`config.mk`:
```
export PLATFORM = sky130hd
export DESIGN_NAME = de1_soc_switch_poller
export DESIGN_NICKNAME = d
export VERILOG_FILES = /design/src/rtl/de1_soc_switch_pkg.sv /design/src/rtl/de1_soc_switch_event_fifo.sv /design/src/rtl/de1_soc_switch_poller.sv
export SDC_FILE = /design/constraint.sdc
export NUM_CORES = 1
export LEC_CHECK = 0
export CAP_MARGIN = 20
export CORE_AREA = 2 2 157 129
export DETAILED_ROUTE_END_ITERATION = 16
export DIE_AREA = 0 0 159 131
export MAX_ROUTING_LAYER = met4
export PLACE_DENSITY_LB_ADDON = 0.05
export SLEW_MARGIN = 20
export SYNTH_ARGS = -nofsm -noshare
export SYNTH_HDL_FRONTEND = slang
export SYNTH_SLANG_ARGS = --single-unit
```
`constraint.sdc`:
```
create_clock -name clk -period 7.1 [get_ports clk]
set_input_delay 1.42 -clock clk [delete_from_list [all_inputs] [get_ports clk]]
set_output_delay 1.42 -clock clk [all_outputs]
set_load 0.03 [all_outputs]
```
`src/rtl/de1_soc_switch_pkg.sv`:
```
// Shared definitions for the slide-switch poller: FSM encoding and PIO register map.
package de1_soc_switch_pkg;

    typedef enum logic [1:0] {
        ST_INIT    = 2'd0,
        ST_IDLE    = 2'd1,
        ST_READ    = 2'd2,
        ST_CAPTURE = 2'd3
    } state_t;

    localparam logic [1:0] ADDR_DATA     = 2'd0;
    localparam logic [1:0] ADDR_IRQ_MASK = 2'd2;

endpackage

```
`src/rtl/de1_soc_switch_event_fifo.sv`:
```
// Event FIFO: first-word-fall-through queue of switch-change records.
// Latency: push visible on dout the cycle after the push edge when empty.
// Backpressure: push while full is accepted only together with a pop.
module de1_soc_switch_event_fifo #(
    parameter int DW    = 20,
    parameter int DEPTH = 8
) (
    input  logic          clk,
    input  logic          reset,
    input  logic          push,
    input  logic [DW-1:0] din,
    output logic          full,
    input  logic          pop,
    output logic          empty,
    output logic [DW-1:0] dout
);

    localparam int AW = $clog2(DEPTH);

    logic [AW:0]   r_wr_ptr;
    logic [AW:0]   r_rd_ptr;
    logic [DW-1:0] r_mem [DEPTH];
    logic          w_push_ok;
    logic          w_pop_ok;

    // Extra pointer MSB distinguishes full from empty when the indices match.
    assign empty     = (r_wr_ptr == r_rd_ptr);
    assign full      = (r_wr_ptr[AW-1:0] == r_rd_ptr[AW-1:0]) && (r_wr_ptr[AW] != r_rd_ptr[AW]);
    assign w_pop_ok  = pop & ~empty;
    assign w_push_ok = push & (~full | w_pop_ok);
    assign dout      = empty ? '0 : r_mem[r_rd_ptr[AW-1:0]];

    always_ff @(posedge clk) begin
        if (reset) begin
            r_wr_ptr <= '0;
            r_rd_ptr <= '0;
        end else begin
            if (w_push_ok) r_wr_ptr <= r_wr_ptr + (AW+1)'(1);
            if (w_pop_ok)  r_rd_ptr <= r_rd_ptr + (AW+1)'(1);
        end
    end

    always_ff @(posedge clk) begin
        if (w_push_ok) r_mem[r_wr_ptr[AW-1:0]] <= din;
    end

endmodule

```
`src/rtl/de1_soc_switch_poller.sv`:
```
// Slide-switch poller: masks PIO irq, polls the data register, debounces, queues changes.
// Latency: commit visible one cycle after the CAPTURE cycle of the STABLE_COUNT-th equal poll.
// Backpressure: ev_valid/ev_ready; a commit into a full FIFO without a pop is dropped and sets overflow.
module de1_soc_switch_poller #(
    parameter int WIDTH        = 10,
    parameter int POLL_DIV     = 50000,
    parameter int STABLE_COUNT = 4,
    parameter int FIFO_DEPTH   = 8
) (
    input  logic               clk,
    input  logic               reset,
    output logic [1:0]         m_address,
    output logic               m_chipselect,
    output logic               m_write_n,
    output logic [31:0]        m_writedata,
    input  logic [31:0]        m_readdata,
    output logic               ev_valid,
    input  logic               ev_ready,
    output logic [2*WIDTH-1:0] ev_data,
    output logic [WIDTH-1:0]   stable_state,
    input  logic               irq_en,
    output logic               irq,
    output logic               overflow,
    input  logic               overflow_clr
);

    import de1_soc_switch_pkg::*;

    localparam int TW = $clog2(POLL_DIV);
    localparam int CW = $clog2(STABLE_COUNT + 1);
    localparam logic [TW-1:0] TICK_LAST = TW'(POLL_DIV - 1);
    localparam logic [CW-1:0] CNT_DONE  = CW'(STABLE_COUNT);

    state_t             r_state;
    logic               r_cs;
    logic               r_wn;
    logic [1:0]         r_addr;
    logic [TW-1:0]      r_tick_cnt;
    logic [WIDTH-1:0]   r_cand;
    logic [CW-1:0]      r_cnt;
    logic [WIDTH-1:0]   r_stable;
    logic               r_overflow;

    logic               w_tick;
    logic               w_capture;
    logic [WIDTH-1:0]   w_s;
    logic [WIDTH-1:0]   w_cand_nxt;
    logic [CW-1:0]      w_cnt_nxt;
    logic               w_commit;
    logic               w_full;
    logic               w_empty;
    logic               w_pop;
    logic               w_drop;
    logic               w_unused_rd;

    assign w_tick      = (r_tick_cnt == TICK_LAST);
    assign w_capture   = (r_state == ST_CAPTURE);
    assign w_s         = m_readdata[WIDTH-1:0];
    assign w_unused_rd = ^m_readdata[31:WIDTH];

    // Bus registers hold the INIT write from reset so it is on the bus in the
    // first cycle after release; reset itself forces the bus idle.
    assign m_chipselect = r_cs & ~reset;
    assign m_write_n    = r_wn | reset;
    assign m_address    = reset ? ADDR_DATA : r_addr;
    assign m_writedata  = '0;

    always_ff @(posedge clk) begin
        if (reset) begin
            r_state <= ST_INIT;
            r_cs    <= 1'b1;
            r_wn    <= 1'b0;
            r_addr  <= ADDR_IRQ_MASK;
        end else begin
            case (r_state)
                ST_INIT: begin
                    r_state <= ST_IDLE;
                    r_cs    <= 1'b0;
                    r_wn    <= 1'b1;
                    r_addr  <= ADDR_DATA;
                end
                ST_IDLE: begin
                    if (w_tick) begin
                        r_state <= ST_READ;
                        r_cs    <= 1'b1;
                        r_wn    <= 1'b1;
                        r_addr  <= ADDR_DATA;
                    end
                end
                ST_READ: begin
                    r_state <= ST_CAPTURE;
                    r_cs    <= 1'b0;
                end
                default: begin
                    r_state <= ST_IDLE;
                    r_cs    <= 1'b0;
                    r_wn    <= 1'b1;
                    r_addr  <= ADDR_DATA;
                end
            endcase
        end
    end

    always_ff @(posedge clk) begin
        if (reset || w_tick) r_tick_cnt <= '0;
        else                 r_tick_cnt <= r_tick_cnt + TW'(1);
    end

    always_comb begin
        w_cand_nxt = r_cand;
        w_cnt_nxt  = r_cnt;
        if (w_s != r_cand) begin
            w_cand_nxt = w_s;
            w_cnt_nxt  = CW'(1);
        end else if (r_cnt < CNT_DONE) begin
            w_cnt_nxt  = r_cnt + CW'(1);
        end
    end

    assign w_commit = w_capture && (w_cnt_nxt == CNT_DONE) && (w_cand_nxt != r_stable);

    always_ff @(posedge clk) begin
        if (reset) begin
            r_cand   <= '0;
            r_cnt    <= '0;
            r_stable <= '0;
        end else if (w_capture) begin
            r_cand <= w_cand_nxt;
            r_cnt  <= w_cnt_nxt;
            if (w_commit) r_stable <= w_cand_nxt;
        end
    end

    // The committed value advances even when its event cannot be queued.
    assign w_pop  = ev_valid & ev_ready;
    assign w_drop = w_commit & w_full & ~w_pop;

    always_ff @(posedge clk) begin
        if (reset)             r_overflow <= 1'b0;
        else if (w_drop)       r_overflow <= 1'b1;
        else if (overflow_clr) r_overflow <= 1'b0;
    end

    de1_soc_switch_event_fifo #(
        .DW    (2*WIDTH),
        .DEPTH (FIFO_DEPTH)
    ) u_fifo (
        .clk   (clk),
        .reset (reset),
        .push  (w_commit),
        .din   ({w_cand_nxt, w_cand_nxt ^ r_stable}),
        .full  (w_full),
        .pop   (w_pop),
        .empty (w_empty),
        .dout  (ev_data)
    );

    assign ev_valid     = ~w_empty;
    assign irq          = ev_valid & irq_en;
    assign stable_state = r_stable;
    assign overflow     = r_overflow;

endmodule

```
---- Word level (Yosys, flattened, before mapping) ----
Memories as Yosys holds them, arrays and structs flattened. A register that Yosys moved wholly into a read port is not among the register bits.
Index checks and enable logic that the tools add are counted.
word-level totals
  RAM bits ................................ 160
  memories kept ........................... 1
  bits in registers ....................... 54
  output and inout port bits .............. 69
operators by class
  equal/unequal tests ..................... 11
  $add $sub $neg .......................... 4
  bitwise operators ....................... 15
  $lt $le $gt $ge ......................... 1
  reductions and logical operators ........ 7
  mux-type cells .......................... 18
memory list
  memory        words  bits a word  read ports  clocked after Yosys merged registers in  write ports  line                             RTL
  u_fifo.r_mem  8      20           1           1                                        1            de1_soc_switch_event_fifo.sv:22  logic [DW-1:0] r_mem [DEPTH];
operator list
  cell                                                                    count
  20-bit two-way mux                                                      1
  10-bit != test                                                          2
  16-bit by 1-bit adder with 16-bit output (second input constant)        1
  16-bit equality test (second input constant)                            1
  3-bit two-way mux                                                       4
  10-bit two-way mux                                                      1
  10-bit bitwise XOR                                                      1
  4-bit by 1-bit adder with 4-bit output (second input constant)          2
  2-bit case mux with 2 select lines                                      2
  1-bit AND                                                               7
  1-bit two-way mux                                                       6
  2-bit two-way mux                                                       3
  1-bit NOT                                                               5
  2-bit equality test (second input constant)                             2
  4-bit equality test                                                     1
  2-bit AND reduction                                                     2
  3-bit by 1-bit adder with 3-bit output (second input constant)          1
  3-bit equality test                                                     1
  3-bit equality test (second input constant)                             1
  1-bit logical AND                                                       3
  3-bit < comparator (second input constant)                              1
  2-bit by 1-bit equality test with 1-bit output (second input constant)  1
  2-bit != test (second input constant)                                   1
  1-bit bitwise OR                                                        2
  other kinds (4)                                                         4

---- Depth between registers and ports, before layout ----
Gate-level depths: netlist of the first run.
  depth in word-level cells ............... 9
  gate-level depth with buffers ........... 7

---- Cells and area by module ----
Synthesis of the first run repeated with hierarchy kept, for this count alone.
second synthesis, totals
  cell total of the unflattened synthesis .. 611
  area, all modules ....................... 9178.8 µm²
modules (own cells, without submodules)
  module                     area an instance (µm²)  sequential area each (µm²)  cells each  instances
  de1_soc_switch_event_fifo  6708.9                  5024.8                      325         1
  de1_soc_switch_poller      2469.9                  900.9                       286         1

---- Worst setup path after synthesis of the first run ----
Ideal clock, no wire load.
  path kind ............................... input to register
  start point ............................. in m_readdata[1]
  end point ............................... mem u_fifo.r_mem[0][0] (enable)
  arrival ................................. 4.312 ns
  path slack .............................. 2.340 ns
  library setup time ...................... 0.448 ns
  stages on the path ...................... 5
  cell sequence ........................... xnor2_1 -> nand4_2 -> nor4_4 -> nand3b_2 -> nor4_1
on the way
  longest elaborated chain between the ends .. 8
  elaborated cells between the ends (all ways) .. 10
ends and longest elaborated chain
  element                                    line                             RTL
  start, declared                            de1_soc_switch_poller.sv:16      input logic [31:0] m_readdata,
  10-bit != test                             de1_soc_switch_poller.sv:112     if (w_s != r_cand) begin
  3-bit two-way mux                          de1_soc_switch_poller.sv:112
  3-bit equality test                        de1_soc_switch_poller.sv:120     assign w_commit = w_capture && (w_cnt_nxt == CNT_DONE) && (w_cand_nxt != r_stable);
  1-bit logical AND                          de1_soc_switch_poller.sv:120
  1-bit logical AND *                        de1_soc_switch_poller.sv:120
  1-bit AND *                                de1_soc_switch_event_fifo.sv:30  assign w_push_ok = push & (~full | w_pop_ok);
  1-bit two-way mux *                        de1_soc_switch_event_fifo.sv:44  if (w_push_ok) r_mem[r_wr_ptr[AW-1:0]] <= din;
  1-bit two-way mux (implied by the code) *  de1_soc_switch_event_fifo.sv:44
  end, declared                              de1_soc_switch_event_fifo.sv:22
Mark *: on every way between the ends. The rest lies on a longest branch, timed or not.

==> results of run 1 <==
## worst reg2reg max path: stages (launching register included)
cell,delay [ps]
dfxtp_1,420
ha_1,750
nand4_2,390
nor4_4,480
nand3b_2,300
nor4_2,700
buf_4,430
## sequential cells by signal, indices dropped and copies added, names as in the netlist, 2 cells and up, named ones only
register	flops
r_cnt	3
u_fifo.r_wr_ptr	4
stable_state	10
u_fifo.r_rd_ptr	4
r_cand	10
r_tick_cnt	16
u_fifo.r_mem	160
r_state	2
## how the worst max path moves through the flow
| stage | startpoint | to | slack (ps) | cells past startpoint |
|---|---|---|---|---|
| final | flop | ev_data[0] | 2470 | 5 |
| after global routing | flop | ev_data[19] | 2260 | 5 |
| after CTS | flop | ev_data[2] | 2370 | 5 |
| after detailed placement | m_readdata[9] | u_fifo.r_mem[6][8]$_DFFE_PP_ | 1930 | 7 |
| after global placement | m_readdata[9] | u_fifo.r_mem[6][6]$_DFFE_PP_ | 2000 | 7 |
| after floorplan | m_readdata[1] | u_fifo.r_mem[0][0]$_DFFE_PP_ | 2340 | 5 |
## per-layer routing
metal / GRT usage (%) / up-vias / routed length, um
met5: - / - / 0
met4: 5.294 / 0 / 448
met3: 2.904 / 29 / 805
met2: 29.87 / 126 / 8771
met1: 24.76 / 2517 / 8540
li1: - / 2269 / -
## synth_stat cells, types with 12 or more instances
cell type  instances  share of area, %
a21oi_1           17              0.94
buf_4             33               2.7
clkbuf_1          24              0.99
dfxtp_1           56                12
edfxtp_1         160                53
inv_1             12              0.50
mux2i_1           30               3.3
mux4_2            40               9.9
nand2_1           16              0.66
nand3_1           18              0.99
nor2_1            65               2.7
xnor2_1           22               2.1
xor2_1            17               1.6
## where the power goes
part / total [mW] / switching, mW / leakage [nW] / internal, mW
registers: 1.39 / 0.0166 / 1.89 / 1.37
logic: 0.158 / 0.103 / 1.16 / 0.0551
clock network: 1.20 / 0.473 / 0.373 / 0.725
total: 2.75 / 0.593 / 3.42 / 2.15
## cell type report
type / instances / share of cell area [%]
Inverter: 12 / 0.4267
Tap cell: 264 / 3.129
Sequential cell: 216 / 56.16
Timing Repair Buffer: 65 / 5.808
Clock buffer: 26 / 5.760
Clock inverter: 16 / 1.493
Multi-Input combinational cell: 335 / 27.23
## cells by family after synthesis
family,after synthesis,synth area share (%)
buf+inv,83,5.057
compound gates,34,2.274
other cells,1,0.04130
xor+xnor,41,4.120
simple gates,146,8.544
flops,216,65.26
fa+ha+maj,8,1.102
mux,73,13.60
==> impl_metrics.env, run 1 <==
export IMPL_hold_depth=2
export IMPL_multi_input_area_um2=2874
export IMPL_viasPerCell=5.290
export IMPL_cp_num_buf_inv=2
export IMPL_die_h_um=131
export IMPL_yosysSeqAreaShare_pct=65.26
export IMPL_wl_per_cell_um=19.88
export IMPL_ctsLongestPathBuffers=3
export IMPL_fp_row_count=46
export IMPL_drc=0
export IMPL_hold_start="r_wn$_SDFFE_PP0P_"
export IMPL_port_buffers=50
export IMPL_ys_types=53
export IMPL_syn_area_um2=9080
export IMPL_die_w_um=159
export IMPL_post_cts_buffers=0
export IMPL_grt_pass1_wl_um=28230
export IMPL_cts_root_buf="clkbuf_16"
export IMPL_dpl_hpwl_um=11500
export IMPL_cp_max_fo=30
export IMPL_gp_congestion=0.7379
export IMPL_final_cell_count_no_fill=934
export IMPL_post_route_util_pct=54.59
export IMPL_fin_tns_setup_ps=0
export IMPL_holdWs_ps=448.2
export IMPL_worstPathCellList="buf_4, mux4_2, mux2i_1, nor2_1, clkdlybuf4s50_1"
export IMPL_nNetsFinal=698
export IMPL_grt_pass1_vias=4974
export IMPL_antennaDiodeCount=0
export IMPL_hold_viol_final=0
export IMPL_h_tree_depth=1
export IMPL_cts_hold_buf=0
export IMPL_ctsResizeCount=0
export IMPL_die_area_um2=20830
export IMPL_first_pass_iters=4
export IMPL_vias=4941
export IMPL_maxClockFrequency_ghz=0.2160
export IMPL_area_growth_syn_to_layout_pct=16.26
export IMPL_rrSetupSlack_ps=3310
export IMPL_gr_total_overflow=0
export IMPL_drt_first_iter_violations=347
export IMPL_dp_slack_ps=1929
export IMPL_avgSynthCellArea_um2=15.08
export IMPL_cts_clk_slew_worst_paths_ps=60
export IMPL_dpl_cell_area_um2=9782
export IMPL_layout_drive_gt1_share_pct=16.87
export IMPL_register_area_um2=5928
export IMPL_start_kind="flop"
export IMPL_final_common_cell="edfxtp_1"
export IMPL_max_stage_delay_ps=630
export IMPL_tightest_slew_ps=842.8
export IMPL_fillers=1624
export IMPL_track_usage_pct=18.51
export IMPL_grt_max_degree=41
export IMPL_critical_path_class="flop to primary output"
export IMPL_ys_flop_type="edfxtp_1"
export IMPL_crit_slowest_cell="buf_4"
export IMPL_critical_path_top_delay_family="buffers and inverters"
export IMPL_rr_worst_depth=6
export IMPL_end_kind="primary output"
export IMPL_synth_seq_cells=216
export IMPL_syn_inst=602
export IMPL_cp_arrival_ps=3210
export IMPL_clock_skew_ps=14.07
export IMPL_r2r_end="u_fifo.r_mem[6][9]$_DFFE_PP_"
export IMPL_vdd_drop_max_mv=0.1592
export IMPL_slew_violations=0
export IMPL_cts_tree="yes"
export IMPL_slew_headroom_pct=43.35
export IMPL_final_cell_mix="edfxtp_1 (160), nor2_1 (65), dfxtp_1 (54)"
export IMPL_drv_cap=0
export IMPL_setup_viol=0
export IMPL_cts_buffers=23
export IMPL_power_density_nw_per_um2=260.1
export IMPL_leakage_nw=3.421
export IMPL_fin_crit_sh_pct=65.21
export IMPL_io_pins=106
export IMPL_worstPathRequired_ps=5680
export IMPL_r2r_start="r_state[0]$_SDFFE_PP0N_"
export IMPL_finalCriticalPeriod_ps=4630
export IMPL_cts_sinks=216
export IMPL_core_um2=19340
export IMPL_synth_enable_flop_cells=160
export IMPL_ys_warnings_count=0
export IMPL_async_flop_share_pct=0
export IMPL_antenna_found_initial=0
export IMPL_rsz0062_at_grt="false"
export IMPL_final_area_um2=10560
export IMPL_fin_ws_ps=2470
export IMPL_p_total_mw=2.746
export IMPL_ant_nets=0
export IMPL_dp_cells=892
export IMPL_hp_class="flop to flop"
export IMPL_clock_latency_ps=510
export IMPL_hold_path_end="r_wn$_SDFFE_PP0P_"
export IMPL_wirelength_um=18570
export IMPL_status="finished, final reports clean"
export IMPL_initial_utilization_pct=46.95
Power figures use the tool's default switching activity.
==> inputs of run 2 (changes only) <==
- clock period: 7.1 -> 3.91 ns (I/O delays scaled with it)
==> impl_metrics.env, run 2 (synthesized netlist as in run 1, its figures left out) <==
export IMPL_grt_busiest_layer="met2"
export IMPL_fin_ws_ps=322.8
export IMPL_power_density_nw_per_um2=450.6
export IMPL_drt_first_iter_violations=202
export IMPL_maxClockFrequency_ghz=0.2788
export IMPL_die_h_um=131
export IMPL_hold_path_end="r_wn$_SDFFE_PP0P_"
export IMPL_cts_root_buf="clkbuf_16"
export IMPL_final_common_cell="edfxtp_1"
export IMPL_cts_sinks=216
export IMPL_dpl_hpwl_um=12390
export IMPL_vias=5031
export IMPL_drc=0
export IMPL_rrSetupSlack_ps=1120
export IMPL_hp_class="flop to flop"
export IMPL_wl_per_cell_um=19.86
export IMPL_slew_violations=0
export IMPL_first_pass_iters=4
export IMPL_cts_buffers=23
export IMPL_critical_path_class="flop to primary output"
export IMPL_grt_pass1_vias=5083
export IMPL_die_w_um=159
export IMPL_gr_total_overflow=0
export IMPL_finalCriticalPeriod_ps=3587
export IMPL_track_usage_pct=19.06
export IMPL_viasPerCell=5.213
export IMPL_antennaDiodeCount=0
export IMPL_nNetsFinal=730
export IMPL_max_stage_delay_ps=660
export IMPL_grtUsageMet2_pct=31.48
export IMPL_register_area_um2=5928
export IMPL_ant_nets=0
export IMPL_end_kind="primary output"
export IMPL_cts_hold_buf=0
export IMPL_io_pins=106
export IMPL_fp_row_count=46
export IMPL_leakage_nw=3.550
export IMPL_hold_depth=2
export IMPL_rr_worst_depth=7
export IMPL_cp_max_fo=15
export IMPL_grt_max_degree=41
export IMPL_hold_start="r_wn$_SDFFE_PP0P_"
export IMPL_initial_utilization_pct=46.95
export IMPL_cp_arrival_ps=2810
export IMPL_h_tree_depth=1
export IMPL_port_buffers=50
export IMPL_post_cts_buffers=0
export IMPL_multi_input_area_um2=2865
export IMPL_p_total_mw=4.871
export IMPL_start_kind="flop"
export IMPL_die_area_um2=20830
export IMPL_clock_latency_ps=490
export IMPL_antenna_found_initial=0
export IMPL_ctsLongestPathBuffers=3
export IMPL_drv_cap=0
export IMPL_slew_headroom_pct=62.96
export IMPL_gp_congestion=0.7554
export IMPL_final_cell_mix="edfxtp_1 (160), nor2_1 (65), dfxtp_1 (54)"
export IMPL_use_met3_pct=2.588
export IMPL_fillers=1594
export IMPL_hold_viol_final=0
export IMPL_worstPathCellList="buf_12, mux4_2, mux2i_1, nor2_1, clkdlybuf4s50_1"
export IMPL_worstPathRequired_ps=3130
export IMPL_fin_crit_sh_pct=91.74
export IMPL_cts_clk_slew_worst_paths_ps=60
export IMPL_rsz0062_at_grt="false"
export IMPL_crit_slowest_cell="dfxtp_2"
export IMPL_grt_pass1_wl_um=29180
export IMPL_ctsResizeCount=0
export IMPL_gr_usage_met1_pct=25.42
export IMPL_dp_slack_ps=311.2
export IMPL_wirelength_um=19160
export IMPL_area_growth_syn_to_layout_pct=19.07
export IMPL_r2r_end="u_fifo.r_mem[4][0]$_DFFE_PP_"
export IMPL_status="finished, final reports clean"
export IMPL_largest_reg_flops=160
export IMPL_setup_viol=0
export IMPL_cts_tree="yes"
export IMPL_r2r_start="r_state[0]$_SDFFE_PP0N_"
export IMPL_tightest_slew_ps=555.6
export IMPL_clock_skew_ps=8.691
export IMPL_vdd_drop_max_mv=0.2781
export IMPL_layout_drive_gt1_share_pct=19.69
export IMPL_core_um2=19340
## run 2: cell types whose count changed in the layout (fill, tap and decap cells not counted), sizes merged
cell,change
buf,+32
clkbuf,+5
clkinv,-3
bufinv,-1
clkinvlp,-1
inv,-1
## run 2: routing by layer
| layer | up-vias | wire, um |
|---|---|---|
| li1 | 2339 | - |
| met1 | 2549 | 8890 |
| met2 | 115 | 9184 |
| met3 | 28 | 699 |
| met4 | 0 | 388 |
| met5 | - | 0 |
## run 2: worst max-delay path: cells and delay by family, from the launching register on
kind | cells | cell delay (ps)
DFF | 1 | 660
muxes | 2 | 730
buffers and inverters | 2 | 850
and+or+nand+nor | 1 | 60
## run 2: worst max-delay path by stage
| stage | start | end | slack, ps | cells after the start |
|---|---|---|---|---|
| after floorplan | m_readdata[1] | u_fifo.r_mem[0][0]$_DFFE_PP_ | -210 | 5 |
| after global placement | m_readdata[1] | u_fifo.r_mem[3][5]$_DFFE_PP_ | 390 | 7 |
| after detailed placement | m_readdata[1] | u_fifo.r_mem[3][5]$_DFFE_PP_ | 310 | 7 |
| after CTS | flop | ev_data[1] | 220 | 5 |
| after global routing | flop | ev_data[14] | 130 | 5 |
| final | flop | ev_data[19] | 320 | 5 |
## run 2: layout make-up
class / count / area share, %
Clock buffer: 31 / 5.601
Inverter: 12 / 0.4166
Sequential cell: 216 / 54.83
Clock inverter: 10 / 0.8911
Tap cell: 264 / 3.055
Multi-Input combinational cell: 335 / 26.50
Timing Repair Buffer: 97 / 8.703
## run 2: through the flow
step,hold slack (ps),std cells,util [%],area [um2],TNS (ps)
after CTS,451.7,965,55.91,10810,0
final,445.5,965,55.91,10810,0
after global routing,471.0,965,55.91,10810,0
after floorplan,418.6,634,-,9200,-29670
after global placement,432.0,924,52.28,10110,0
after detailed placement,436.7,924,52.28,10110,0
## run 2: power by group
| part | total [mW] | switching [mW] | internal, mW |
|---|---|---|---|
| clock network | 2.04 | 0.831 | 1.21 |
| registers | 2.52 | 0.0292 | 2.49 |
| logic | 0.304 | 0.190 | 0.114 |
| total | 4.87 | 1.05 | 3.82 |
==> inputs of run 3 (changes only) <==
- CORE_AREA: 2 2 157 129 -> 4 4 159 131
- DIE_AREA: 0 0 159 131 -> 0 0 163 135
- SETUP_SLACK_MARGIN: not set -> 0.2
==> impl_metrics.env, run 3 (synthesized netlist as in run 1, its figures left out) <==
export IMPL_hold_start="r_addr[1]$_SDFFE_PP1P_"
export IMPL_grtUsageMet2_pct=27.83
export IMPL_dpl_cell_area_um2=10030
export IMPL_antennaDiodeCount=0
export IMPL_vdd_drop_max_mv=0.3320
export IMPL_viasPerCell=5.220
export IMPL_fp_row_count=46
export IMPL_port_buffers=50
export IMPL_clock_latency_ps=500
export IMPL_cts_hold_buf=0
export IMPL_start_kind="flop"
export IMPL_cp_max_fo=26
export IMPL_vias=5032
export IMPL_worstPathRequired_ps=3130
export IMPL_power_density_nw_per_um2=450.9
export IMPL_gr_total_overflow=0
export IMPL_rsz0062_at_grt="false"
export IMPL_wl_per_cell_um=19.92
export IMPL_drt_first_iter_violations=325
export IMPL_r2r_start="r_state[0]$_SDFFE_PP0N_"
export IMPL_first_pass_iters=4
export IMPL_io_pins=106
export IMPL_maxClockFrequency_ghz=0.2833
export IMPL_comb_power_share_pct=6.3
export IMPL_status="finished, final reports clean"
export IMPL_core_um2=19340
export IMPL_fin_crit_sh_pct=90.28
export IMPL_drc=0
export IMPL_cp_arrival_ps=2750
export IMPL_nNetsFinal=730
export IMPL_ant_nets=0
export IMPL_antenna_found_initial=0
export IMPL_cts_tree="yes"
export IMPL_die_h_um=135
export IMPL_slew_violations=0
export IMPL_slew_headroom_pct=62.33
export IMPL_grt_busiest_layer="met2"
export IMPL_grt_pass1_vias=5086
export IMPL_final_cell_mix="edfxtp_1 (160), nor2_1 (65), dfxtp_1 (54)"
export IMPL_setup_viol=0
export IMPL_cts_clk_slew_worst_paths_ps=60
export IMPL_leakage_nw=3.539
export IMPL_die_w_um=163
export IMPL_gp_congestion=0.7312
export IMPL_post_cts_buffers=0
export IMPL_gr_usage_met1_pct=26.09
export IMPL_cts_root_buf="clkbuf_16"
export IMPL_cts_buffers=23
export IMPL_pwr_share_clk_pct=41.6
export IMPL_drv_cap=0
export IMPL_critical_path_class="flop to primary output"
export IMPL_initial_utilization_pct=46.95
export IMPL_dpl_hpwl_um=12230
export IMPL_hold_viol_final=0
export IMPL_clock_skew_ps=12.25
export IMPL_fin_tns_setup_ps=0
export IMPL_final_common_cell="edfxtp_1"
export IMPL_hp_class="flop to flop"
export IMPL_end_kind="primary output"
export IMPL_wirelength_um=19200
export IMPL_power_frac_seq_pct=52.1
export IMPL_ctsResizeCount=0
export IMPL_die_area_um2=22010
export IMPL_largest_reg_flops=160
export IMPL_area_growth_syn_to_layout_pct=18.23
export IMPL_fin_ws_ps=380.0
export IMPL_dp_slack_ps=322.7
export IMPL_h_tree_depth=1
export IMPL_p_int_mw=3.788
export IMPL_cts_sinks=216
export IMPL_track_usage_pct=18.09
export IMPL_final_area_um2=10740
export IMPL_finalCriticalPeriod_ps=3530
export IMPL_grt_max_degree=39
export IMPL_p_total_mw=4.840
export IMPL_post_route_util_pct=55.51
export IMPL_use_met3_pct=2.685
export IMPL_final_cell_count_no_fill=964
export IMPL_tightest_slew_ps=565.1
export IMPL_holdWs_ps=449.6
export IMPL_grt_pass1_wl_um=29530
export IMPL_ctsLongestPathBuffers=3
export IMPL_layout_drive_gt1_share_pct=20.57
export IMPL_p_switching_mw=1.052
export IMPL_dp_cells=924
export IMPL_switching_share_pct=21.73
==> run 3: cell type report <==
class / instances / area [um2]
fill: 1594 / 8603
sequential: 216 / 5928
multi-input combinational: 335 / 2865
timing repair buffer: 97 / 865.8
clock buffer: 29 / 618.1
tap: 264 / 330.3
clock inverter: 11 / 82.58
inverter: 12 / 45.04
==> run 3: power groups by stage <==
| stage | combinational [mW] | clock [mW] | sequential (mW) |
|---|---|---|---|
| after floorplan | 0.238 | 0 | 2.56 |
| after global placement | 0.296 | 0 | 2.57 |
| after detailed placement | 0.304 | 0 | 2.57 |
| after CTS | 0.306 | 2.07 | 2.52 |
| after global routing | 0.337 | 2.16 | 2.53 |
| final | 0.304 | 2.01 | 2.52 |
==> run 3: worst max-delay path: stages, from the launching register on <==
cell,delay [ps]
dfxtp_2,320
buf_4,450
mux4_2,590
mux2i_1,210
nor2_1,60
clkdlybuf4s50_1,600
==> run 3: path summary, 6_finish.rpt <==
kind	cells past startpoint	end	slack, ps
setup / recovery	5	ev_data[4]	380
setup reg to reg	7	u_fifo.r_mem[5][5]$_DFFE_PP_	1050
hold reg to reg	1	r_addr[1]$_SDFFE_PP1P_	450
hold / removal	1	r_addr[1]$_SDFFE_PP1P_	450
==> run 3: metal layers <==
| layer | wire (um) | vias to the layer above | share of wire, % |
|---|---|---|---|
| li1 | - | 2334 | - |
| met1 | 8993 | 2535 | 47 |
| met2 | 8869 | 137 | 46 |
| met3 | 1029 | 26 | 5.4 |
| met4 | 308 | 0 | 1.6 |
| met5 | 0 | - | 0 |
